## config.mk

```make
export PLATFORM = sky130hd
export DESIGN_NAME = traffic_light
export DESIGN_NICKNAME = d
export VERILOG_FILES = /design/src/rtl/traffic_light_pkg.sv /design/src/rtl/tl_phase_timer.sv /design/src/rtl/traffic_light.sv
export SDC_FILE = /design/constraint.sdc
export NUM_CORES = 1
export LEC_CHECK = 0
export CAP_MARGIN = 20
export CORE_MARGIN = 2
export CORE_UTILIZATION = 55
export DETAILED_ROUTE_END_ITERATION = 7
export GPL_TIMING_DRIVEN = 0
export PLACE_DENSITY = 0.75
export SYNTH_ARGS = -nofsm -noshare
export SYNTH_HDL_FRONTEND = slang
export SYNTH_HIERARCHICAL = 1
export SYNTH_SLANG_ARGS = --single-unit
export TNS_END_PERCENT = 10
```

## constraint.sdc

```tcl
create_clock -name clk -period 2.8 [get_ports clk]
set_input_delay 0.56 -clock clk [delete_from_list [all_inputs] [get_ports clk]]
set_output_delay 0.56 -clock clk [all_outputs]
set_load 0.03 [all_outputs]
```

## src/rtl/traffic_light_pkg.sv

```systemverilog
// Shared types and constants for the traffic light controller:
// phase state enum, one-hot lamp encodings and phase counter width.
package traffic_light_pkg;

  localparam int CNT_W = 8;

  typedef enum logic [1:0] {
    RED    = 2'b00,
    GREEN  = 2'b01,
    YELLOW = 2'b10
  } state_t;

  localparam logic [2:0] LIGHT_RED    = 3'b100;
  localparam logic [2:0] LIGHT_YELLOW = 3'b010;
  localparam logic [2:0] LIGHT_GREEN  = 3'b001;

endpackage

```

## src/rtl/tl_phase_timer.sv

```systemverilog
// Loadable phase down-counter; saturates at zero.
// Ports: clk, rst_n (async low), load, load_value[7:0], done (count==0).
module tl_phase_timer
  import traffic_light_pkg::*;
#(
  parameter logic [CNT_W-1:0] RST_VAL = '0
) (
  input  logic             clk,
  input  logic             rst_n,
  input  logic             load,
  input  logic [CNT_W-1:0] load_value,
  output logic             done
);

  logic [CNT_W-1:0] r_cnt;

  always_ff @(posedge clk or negedge rst_n) begin
    if (!rst_n) begin
      r_cnt <= RST_VAL;
    end else if (load) begin
      r_cnt <= load_value;
    end else if (r_cnt != '0) begin
      r_cnt <= r_cnt - 1'b1;
    end
  end

  assign done = (r_cnt == '0);

endmodule

```

## src/rtl/traffic_light.sv

```systemverilog
// Fixed-cycle traffic light: RED -> GREEN -> YELLOW -> RED.
// Ports: clk, reset (async low), light[2:0] (red,yellow,green; registered).
module traffic_light
  import traffic_light_pkg::*;
#(
  parameter int unsigned RED_TIME    = 10,
  parameter int unsigned GREEN_TIME  = 8,
  parameter int unsigned YELLOW_TIME = 3
) (
  input  logic       clk,
  input  logic       reset,
  output logic [2:0] light
);

  if ((RED_TIME < 1) || (RED_TIME > 255) ||
      (GREEN_TIME < 1) || (GREEN_TIME > 255) ||
      (YELLOW_TIME < 1) || (YELLOW_TIME > 255)) begin : g_bad_time
    $error("traffic_light: phase durations must be 1..255");
  end

  localparam logic [CNT_W-1:0] RED_LD = CNT_W'(RED_TIME - 1);
  localparam logic [CNT_W-1:0] GRN_LD = CNT_W'(GREEN_TIME - 1);
  localparam logic [CNT_W-1:0] YEL_LD = CNT_W'(YELLOW_TIME - 1);

  state_t           r_state;
  logic [2:0]       r_light;
  state_t           w_next;
  logic             w_load;
  logic [CNT_W-1:0] w_ld_val;
  logic [2:0]       w_light;
  logic             w_done;

  tl_phase_timer #(
    .RST_VAL (RED_LD)
  ) u_timer (
    .clk        (clk),
    .rst_n      (reset),
    .load       (w_load),
    .load_value (w_ld_val),
    .done       (w_done)
  );

  always_comb begin
    w_next   = r_state;
    w_load   = 1'b0;
    w_ld_val = RED_LD;
    unique case (r_state)
      RED: begin
        if (w_done) begin
          w_next   = GREEN;
          w_load   = 1'b1;
          w_ld_val = GRN_LD;
        end
      end
      GREEN: begin
        if (w_done) begin
          w_next   = YELLOW;
          w_load   = 1'b1;
          w_ld_val = YEL_LD;
        end
      end
      YELLOW: begin
        if (w_done) begin
          w_next   = RED;
          w_load   = 1'b1;
          w_ld_val = RED_LD;
        end
      end
      default: begin
        // Corrupted state: restart a full red phase
        w_next   = RED;
        w_load   = 1'b1;
        w_ld_val = RED_LD;
      end
    endcase
  end

  always_comb begin
    w_light = LIGHT_RED;
    unique case (w_next)
      RED:     w_light = LIGHT_RED;
      GREEN:   w_light = LIGHT_GREEN;
      YELLOW:  w_light = LIGHT_YELLOW;
      default: w_light = LIGHT_RED;
    endcase
  end

  always_ff @(posedge clk or negedge reset) begin
    if (!reset) begin
      r_state <= RED;
      r_light <= LIGHT_RED;
    end else begin
      r_state <= w_next;
      r_light <= w_light;
    end
  end

  assign light = r_light;

endmodule

```

=== After elaboration in Yosys (flattened, before gate mapping) ===
Index checks and enable logic that the tools add are counted.

* Register bits after elaboration: 13
* Bits of input ports: 2

* $add $sub $neg: 1
* Equality and inequality tests: 4
* Muxes and demuxes: 12
* Reductions and logical operators: 5

{| class="wikitable"
|+ Operators by type and width
! kind !! count
|-
| two-way mux 8 bit || 2
|-
| one-hot mux 8 bit (2 select lines) || 1
|-
| zero test 8 bit || 1
|-
| two-way mux 4 bit || 2
|-
| nonzero test 8 bit || 1
|-
| subtractor 8 x 1 -> 8 bit, second input constant || 1
|-
| two-way mux 2 bit || 3
|-
| one-hot mux 2 bit (3 select lines) || 1
|-
| one-hot mux 3 bit (2 select lines) || 1
|-
| == test 2 x 1 -> 1 bit, second input constant || 2
|-
| == test 2 bit, second input constant || 2
|-
| OR reduction 3 bit || 1
|-
| zero test 2 bit || 1
|-
| two-way mux 1 bit || 2
|-
| nonzero test 2 bit || 1
|}

=== Depth between registers and ports, before layout ===
Gate-level depths: netlist of the first run.

* Word-level depth: 5
* Mapped depth: 10
* Mapped depth without buffers: 9

=== Modules after synthesis ===
The synthesis of the first run kept the hierarchy.

{| class="wikitable"
|+ Modules (own cells, without submodules)
! module !! times used !! cells an instance !! area an instance (um2)
|-
| tl_phase_timer || 1 || 54 || 479.2
|-
| traffic_light || 1 || 20 || 241.5
|}

=== Worst setup path after synthesis of the first run ===
Ideal clock, no wire load.

* Path type: register -> register
* Start: register u_timer.r_cnt[1]
* End: register u_timer.r_cnt[4]
* Setup time: 79 ps
* Arrival time: 2054 ps
* Path slack: 667 ps
* Stages on the path, launching flop included: 10
* Path buffers: 2
* Path through: dfrtp_1 inv_1 ha_1 or3b_1 clkbuf_2 nor2_1 a21o_2 dlygate4sd1_1 a21oi_1 a2bb2oi_1

* Cells in the longest elaborated chain, start to end: 4

{| class="wikitable"
|+ RTL lines
! item !! line !! RTL
|-
| from (decl) || tl_phase_timer.sv:15 || <nowiki>logic [CNT_W-1:0] r_cnt;</nowiki>
|-
| from (signal assigned) || tl_phase_timer.sv:21 || <nowiki>r_cnt <= load_value;</nowiki>
|-
| from (signal assigned) || tl_phase_timer.sv:23 || <nowiki>r_cnt <= r_cnt - 1'b1;</nowiki>
|-
| zero test 8 bit (*) || tl_phase_timer.sv:27 || <nowiki>assign done = (r_cnt == '0);</nowiki>
|-
| net w_done || traffic_light.sv:31 || <nowiki>logic w_done;</nowiki>
|-
| two-way mux 1 bit (*) || traffic_light.sv:49, traffic_light.sv:56, traffic_light.sv:63 ||
|-
| two-way mux 1 bit (*) || - ||
|-
| net w_load || traffic_light.sv:28 || <nowiki>logic w_load;</nowiki>
|-
| two-way mux 8 bit or nonzero test 2 bit (tied branches) || - ||
|}

Mark *: on every way through the listed nets, which the timed path passes. The rest lies on a longest branch. The select of a mux whose other input is x is not followed.
A chain may end at the register's enable or synchronous reset.

=== Worst setup path after layout of the first run ===
Same ends and word-level chain as after synthesis.

==> flow_summary.ini, run 1 <==
[routing]
wire_per_inst_um = 12.9
drcViolationCount = 0
drt_iter0_drc = 15
first_pass_iters = 4
routed-via-count = 567
ant_nets = 0
detail_route.vias_per_cell = 5.67
finalWirelength_mm = 1.29

[timing]
worst_slew_margin_rel_pct = 61.8
skew_ns = 0.00348
fmax_ghz = 0.405
setup_tns_ns = 0
slew_violations = 0
final_hold_viol_count = 0
min_period_ns = 2.47
rsz0062_at_grt = false
worst_slew_pin_slew_ns = 0.572
setup_violations = 0
period_share_pct = 88.3

[synthesis]
synthMostInstantiatedCell = dfrtp_1
avgSynthCellArea_um2 = 9.74
synthArstFlopShare_pct = 100
yosysUniqueCellTypes = 39
ys_warn_count = 6
synth_area_leaders = dfrtp_1 (35%), dfstp_2 (11%), ha_1 (5.2%)
synth_area_um2 = 721
synth_area_leader_cell = dfrtp_1
synth.top_cell.area_share_pct = 34.7
ys_ff_latch = 13
syn_inst = 74
synth_edf_count = 0
synth-main-ff-cell = dfrtp_1
yosysSeqAreaShare_pct = 45.7
synth_common_cells = dfrtp_1 (10), nand2_1 (6), nor2_1 (6)

[power_and_ir_drop]
combPwrFrac_pct = 37.5
p_per_area_nw_per_um2 = 926
p_sw_share_pct = 38.8
peakVddDrop_mv = 0.442
internal_power_uw = 463
switching_power_uw = 293
p_clk_share_pct = 14.6
p_leak_uw = 0.000339
seqPwrFrac_pct = 47.9

[critical_path]
reg2reg_depth = 9
critPathKind = flop to flop
worstSetupEndpointType = flop
arrival_ns = 2.66
cp.required_ns = 2.99
cp-start-kind = flop
cp_max_fo = 10

[global_routing]
grtUsageTotal_pct = 20.9
grt_pass1_wl_mm = 2.23
grt.overflow.total = 0
grt_pass1_vias = 490
antenna_found_initial = 0
grt_max_degree = 14

[final_layout]
syn_to_final_growth_pct = 13.4
layout-drive-gt1-share_pct = 14.1
fillerInstances = 105
final_nets = 91
stdcell_area_um2 = 817
antenna_cells = 0

[cts]
cts_max_level = 1
cts_tree = done
post_cts_resized = 0
cts_sinks = 13
clock_path_buffers = 2
hold_buffers = 0
root_buffer = clkbuf_4
clk_pin_slew_ns = 0.08
clock_latency_ns = 0.26
cts_buffers = 3
post_cts_buffers = 0

[floorplan]
rows = 13
die_h_um = 40.2
ios = 5
dieWidth_um = 40.2
core_area_um2 = 1270
start_util_pct = 56.8
die_area_um2 = 1620

[worst_hold_path]
hold_depth = 2
hold_class = flop to flop

[placed_design]
dpl-instance-area_um2 = 791
io_buffers = 4
dp_hpwl_um = 966
gp_congestion = 0.858

[outcome]
status = finished clean

[run]
maxCapViolCount = 0
## cell families after synthesis
| group | Yosys count | synth area share [%] |
|---|---|---|
| AOI/OAI and AO/OA | 19 | 18.9 |
| xor gates and xnor gates | 2 | 2.43 |
| adders and majority gates | 3 | 5.21 |
| other | 1 | 0.520 |
| DFF | 13 | 45.7 |
| buffers and inverters | 7 | 5.03 |
| and+or+nand+nor | 29 | 22.2 |
## placed cells by master, fill, tap and decap left out, types with 2 or more instances in the layout
master,netlist,final
a21oi_1,3,3
clkbuf_4,0,3
clkdlybuf4s50_1,0,4
conb_1,1,4
dfrtp_1,10,10
dfstp_2,3,3
ha_1,3,3
inv_1,3,3
nand2_1,6,6
nand3_1,2,2
nor2_1,6,6
nor3_1,3,3
nor4_1,2,2
o21ai_0,2,2
o31ai_1,3,3
or4_1,2,2
## critical path: stages (launching register included)
cell and delay [ns]:
dfrtp_1 0.42, inv_1 0.08, ha_1 0.22, or3b_1 0.35, clkbuf_2 0.16, nor2_1 0.35, a21o_2 0.19, dlygate4sd1_1 0.39
a21oi_1 0.07, a2bb2oi_1 0.15
## area by class of cell
cell class / instances / area [um^2] / area share, %
plain buffers: 3 / 21.3 / 2.60
clock buffers: 4 / 26.3 / 3.22
inverters: 4 / 15.0 / 1.84
multi-input cells: 57 / 367 / 44.9
flip-flops and latches: 13 / 329 / 40.3
well taps: 15 / 18.8 / 2.30
repair buffers: 4 / 40.0 / 4.90
## metrics by stage
step	setup WS (ns)	cells	total power, uW	hold slack, ns	util, %
floorplan	0.667	77	562	0.264	-
global placement	0.402	96	630	0.597	62.3
detailed placement	0.365	96	645	0.595	62.3
CTS	0.351	100	758	0.608	64.4
global route	0.106	100	828	0.654	64.4
finish	0.328	100	757	0.623	64.4
## flip-flops by register name, indices dropped and copies added, names as in the netlist
register       flops
r_state            2
u_timer/r_cnt      8
light              3
## power groups by stage
stage	clock network, uW	logic (uW)	registers (uW)
6_report	110	284	362
5_1_grt	124	326	377
4_1_cts	115	284	360
3_5_place_dp	0	282	363
3_3_place_gp	0	273	357
2_1_floorplan	0	198	364
## path summary, 6_finish.rpt
| kind | endpoint | start | slack, ns |
|---|---|---|---|
| worst max-delay path | u_timer/r_cnt[4] | u_timer/r_cnt[1] | 0.33 |
| worst min-delay path | u_timer/r_cnt[7] | u_timer/r_cnt[7] | 0.62 |
| worst max register to register | u_timer/r_cnt[4] | u_timer/r_cnt[1] | 0.33 |
| worst min register to register | u_timer/r_cnt[7] | u_timer/r_cnt[7] | 0.62 |
| max in group asynchronous | light[2] | reset | 1.77 |
| min in group asynchronous | u_timer/r_cnt[7] | reset | 0.66 |
## routing by layer
metal  track usage, %  routed length (um)  vias up
li1                 -                   -      287
met1             28.8                 640      258
met2             31.9                 575       20
met3             5.00                  64        2
met4             7.50                  12        0
met5                0                   0        -
Power figures use the tool's default switching activity.
==> run 2, diff against run 1 <==
--- a/config.mk
+++ b/config.mk
@@ -7,10 +7,10 @@
 export LEC_CHECK = 0
 export CAP_MARGIN = 20
 export CORE_MARGIN = 2
-export CORE_UTILIZATION = 55
+export CORE_UTILIZATION = 28
 export DETAILED_ROUTE_END_ITERATION = 7
 export GPL_TIMING_DRIVEN = 0
-export PLACE_DENSITY = 0.75
+export SLEW_MARGIN = 20
 export SYNTH_ARGS = -nofsm -noshare
 export SYNTH_HDL_FRONTEND = slang
 export SYNTH_HIERARCHICAL = 1
==> run 2 against run 1 <==
Against the previous run:
- clock-buffer cell count fell by 1
- wire length rose by 11%
- global-route usage fell by 8.9 points
- sequential power barely moved
- cell count rose by 15%
- setup slack got worse by 0.092 ns
- largest power group unchanged
==> flow_summary.ini, run 2 (synthesis results as in run 1) <==
[cts]
post_cts_resized = 0
hold_buffers = 0
clock_latency_ns = 0.28
post_cts_buffers = 0
cts_buffers = 3
cts_sinks = 13
root_buffer = clkbuf_4
cts_tree = done
cts_max_level = 1
clk_pin_slew_ns = 0.09
clock_path_buffers = 2

[final_layout]
final_cells = 115
antenna_cells = 0
largest_reg_flops = 8
final_nets = 91
syn_to_final_growth_pct = 16.1
layout-drive-gt1-share_pct = 15.3
mostFrequentLayoutCell = dfrtp_1
layout_common_cells = dfrtp_1 (10), nor2_1 (6), nand2_1 (6)
largest_register = u_timer/r_cnt

[worst_hold_path]
hold_class = flop to flop
hp-start = u_timer/r_cnt[7]
hold_depth = 2
min_to = u_timer/r_cnt[7]

[routing]
first_pass_iters = 4
detail_route.vias_per_cell = 4.95
drcViolationCount = 0
ant_nets = 0
routed-via-count = 569
drt_iter0_drc = 9
wire_per_inst_um = 12.5
finalWirelength_mm = 1.44

[power_and_ir_drop]
switching_power_uw = 304
p_per_area_nw_per_um2 = 912
p_sw_share_pct = 39.9
seqPwrFrac_pct = 47.3
peakVddDrop_mv = 0.501
p_leak_uw = 0.000342
combPwrFrac_pct = 37.0
internal_power_uw = 459
power_uw = 763
p_clk_share_pct = 15.7

[outcome]
status = finished clean

[timing]
setup_violations = 0
min_period_ns = 2.56
skew_ns = 0.00122
period_share_pct = 91.5
slew_violations = 0
worst_slew_pin_slew_ns = 0.589
setup_tns_ns = 0
final_hold_viol_count = 0
fmax_ghz = 0.390
rsz0062_at_grt = false
worst_slew_margin_rel_pct = 60.6

[global_routing]
grt.overflow.total = 0
gr-usage-met1_pct = 14.7
grt_pass1_vias = 562
met3_usage_pct = 4.64
grt_max_degree = 14
busiest_layer = met2
use_met2_pct = 19.6
antenna_found_initial = 0
grtUsageTotal_pct = 12.0
grt_pass1_wl_mm = 2.53

[critical_path]
arrival_ns = 2.76
r2r-end = u_timer/r_cnt[4]
cp-start-kind = flop
reg2reg_depth = 9
worstReg2RegStart = u_timer/r_cnt[1]
worstSetupEndpointType = flop
reg2reg_slack_ns = 0.24
critPathKind = flop to flop
cp.required_ns = 3.00
cp_max_fo = 10

[placed_design]
io_buffers = 4
dp_hpwl_mm = 1.06
placed_cells = 111
gp_congestion = 0.799

[floorplan]
die_h_um = 54.7
rows = 18
dieWidth_um = 54.7
core_area_um2 = 2450
ios = 5
die_area_um2 = 3000
start_util_pct = 29.4

[run]
maxCapViolCount = 0
-- run 2: cell type report --
cell class | count | area, um^2
clock inverters | 1 | 5.00
plain buffers | 3 | 21.3
clock buffers | 3 | 22.5
fillers | 255 | 1620
multi-input cells | 57 | 367
inverters | 4 | 15.0
well taps | 30 | 37.5
flip-flops and latches | 13 | 329
repair buffers | 4 | 40.0
-- run 2: critical path, cell delays in order (launching register included) --
cell and delay, ns:
dfrtp_1 0.42, inv_1 0.07, ha_1 0.22, or3b_1 0.36, clkbuf_2 0.16, nor2_1 0.41, a21o_2 0.20, dlygate4sd1_1 0.39
a21oi_1 0.08, a2bb2oi_1 0.17
-- run 2: worst max-delay path by stage --
stage                        to  slack (ns)        startpoint  cells after the start
2_1_floorplan  u_timer/r_cnt[4]        0.67  u_timer/r_cnt[1]                      9
3_3_place_gp   u_timer/r_cnt[4]        0.34  u_timer/r_cnt[1]                      9
3_5_place_dp   u_timer/r_cnt[4]        0.26  u_timer/r_cnt[1]                      9
4_1_cts        u_timer/r_cnt[4]        0.25  u_timer/r_cnt[1]                      9
5_1_grt        u_timer/r_cnt[4]        0.01  u_timer/r_cnt[1]                      9
6_report       u_timer/r_cnt[4]        0.24  u_timer/r_cnt[1]                      9
-- run 2: power groups by stage --
stage	Sequential [uW]	Clock (uW)	Combinational, uW
floorplan	364	0	198
global placement	359	0	277
CTS	360	125	287
detailed placement	364	0	286
global route	372	135	323
finish	361	120	283
-- run 2: layer usage --
metal	share of wire (%)	wire [um]
met5	0	0
met4	0.28	4
met3	4.6	66
met2	50	727
met1	45	642
-- run 2: per-stage QoR --
stage / setup WS [ns] / instance area, um^2 / hold WS, ns / utilization [%]
2_1_floorplan: 0.667 / 732 / 0.264 / -
3_3_place_gp: 0.339 / 810 / 0.598 / 33.0
3_5_place_dp: 0.258 / 810 / 0.606 / 33.0
4_1_cts: 0.247 / 837 / 0.622 / 34.1
5_1_grt: 0.0129 / 837 / 0.662 / 34.1
6_report: 0.237 / 837 / 0.626 / 34.1
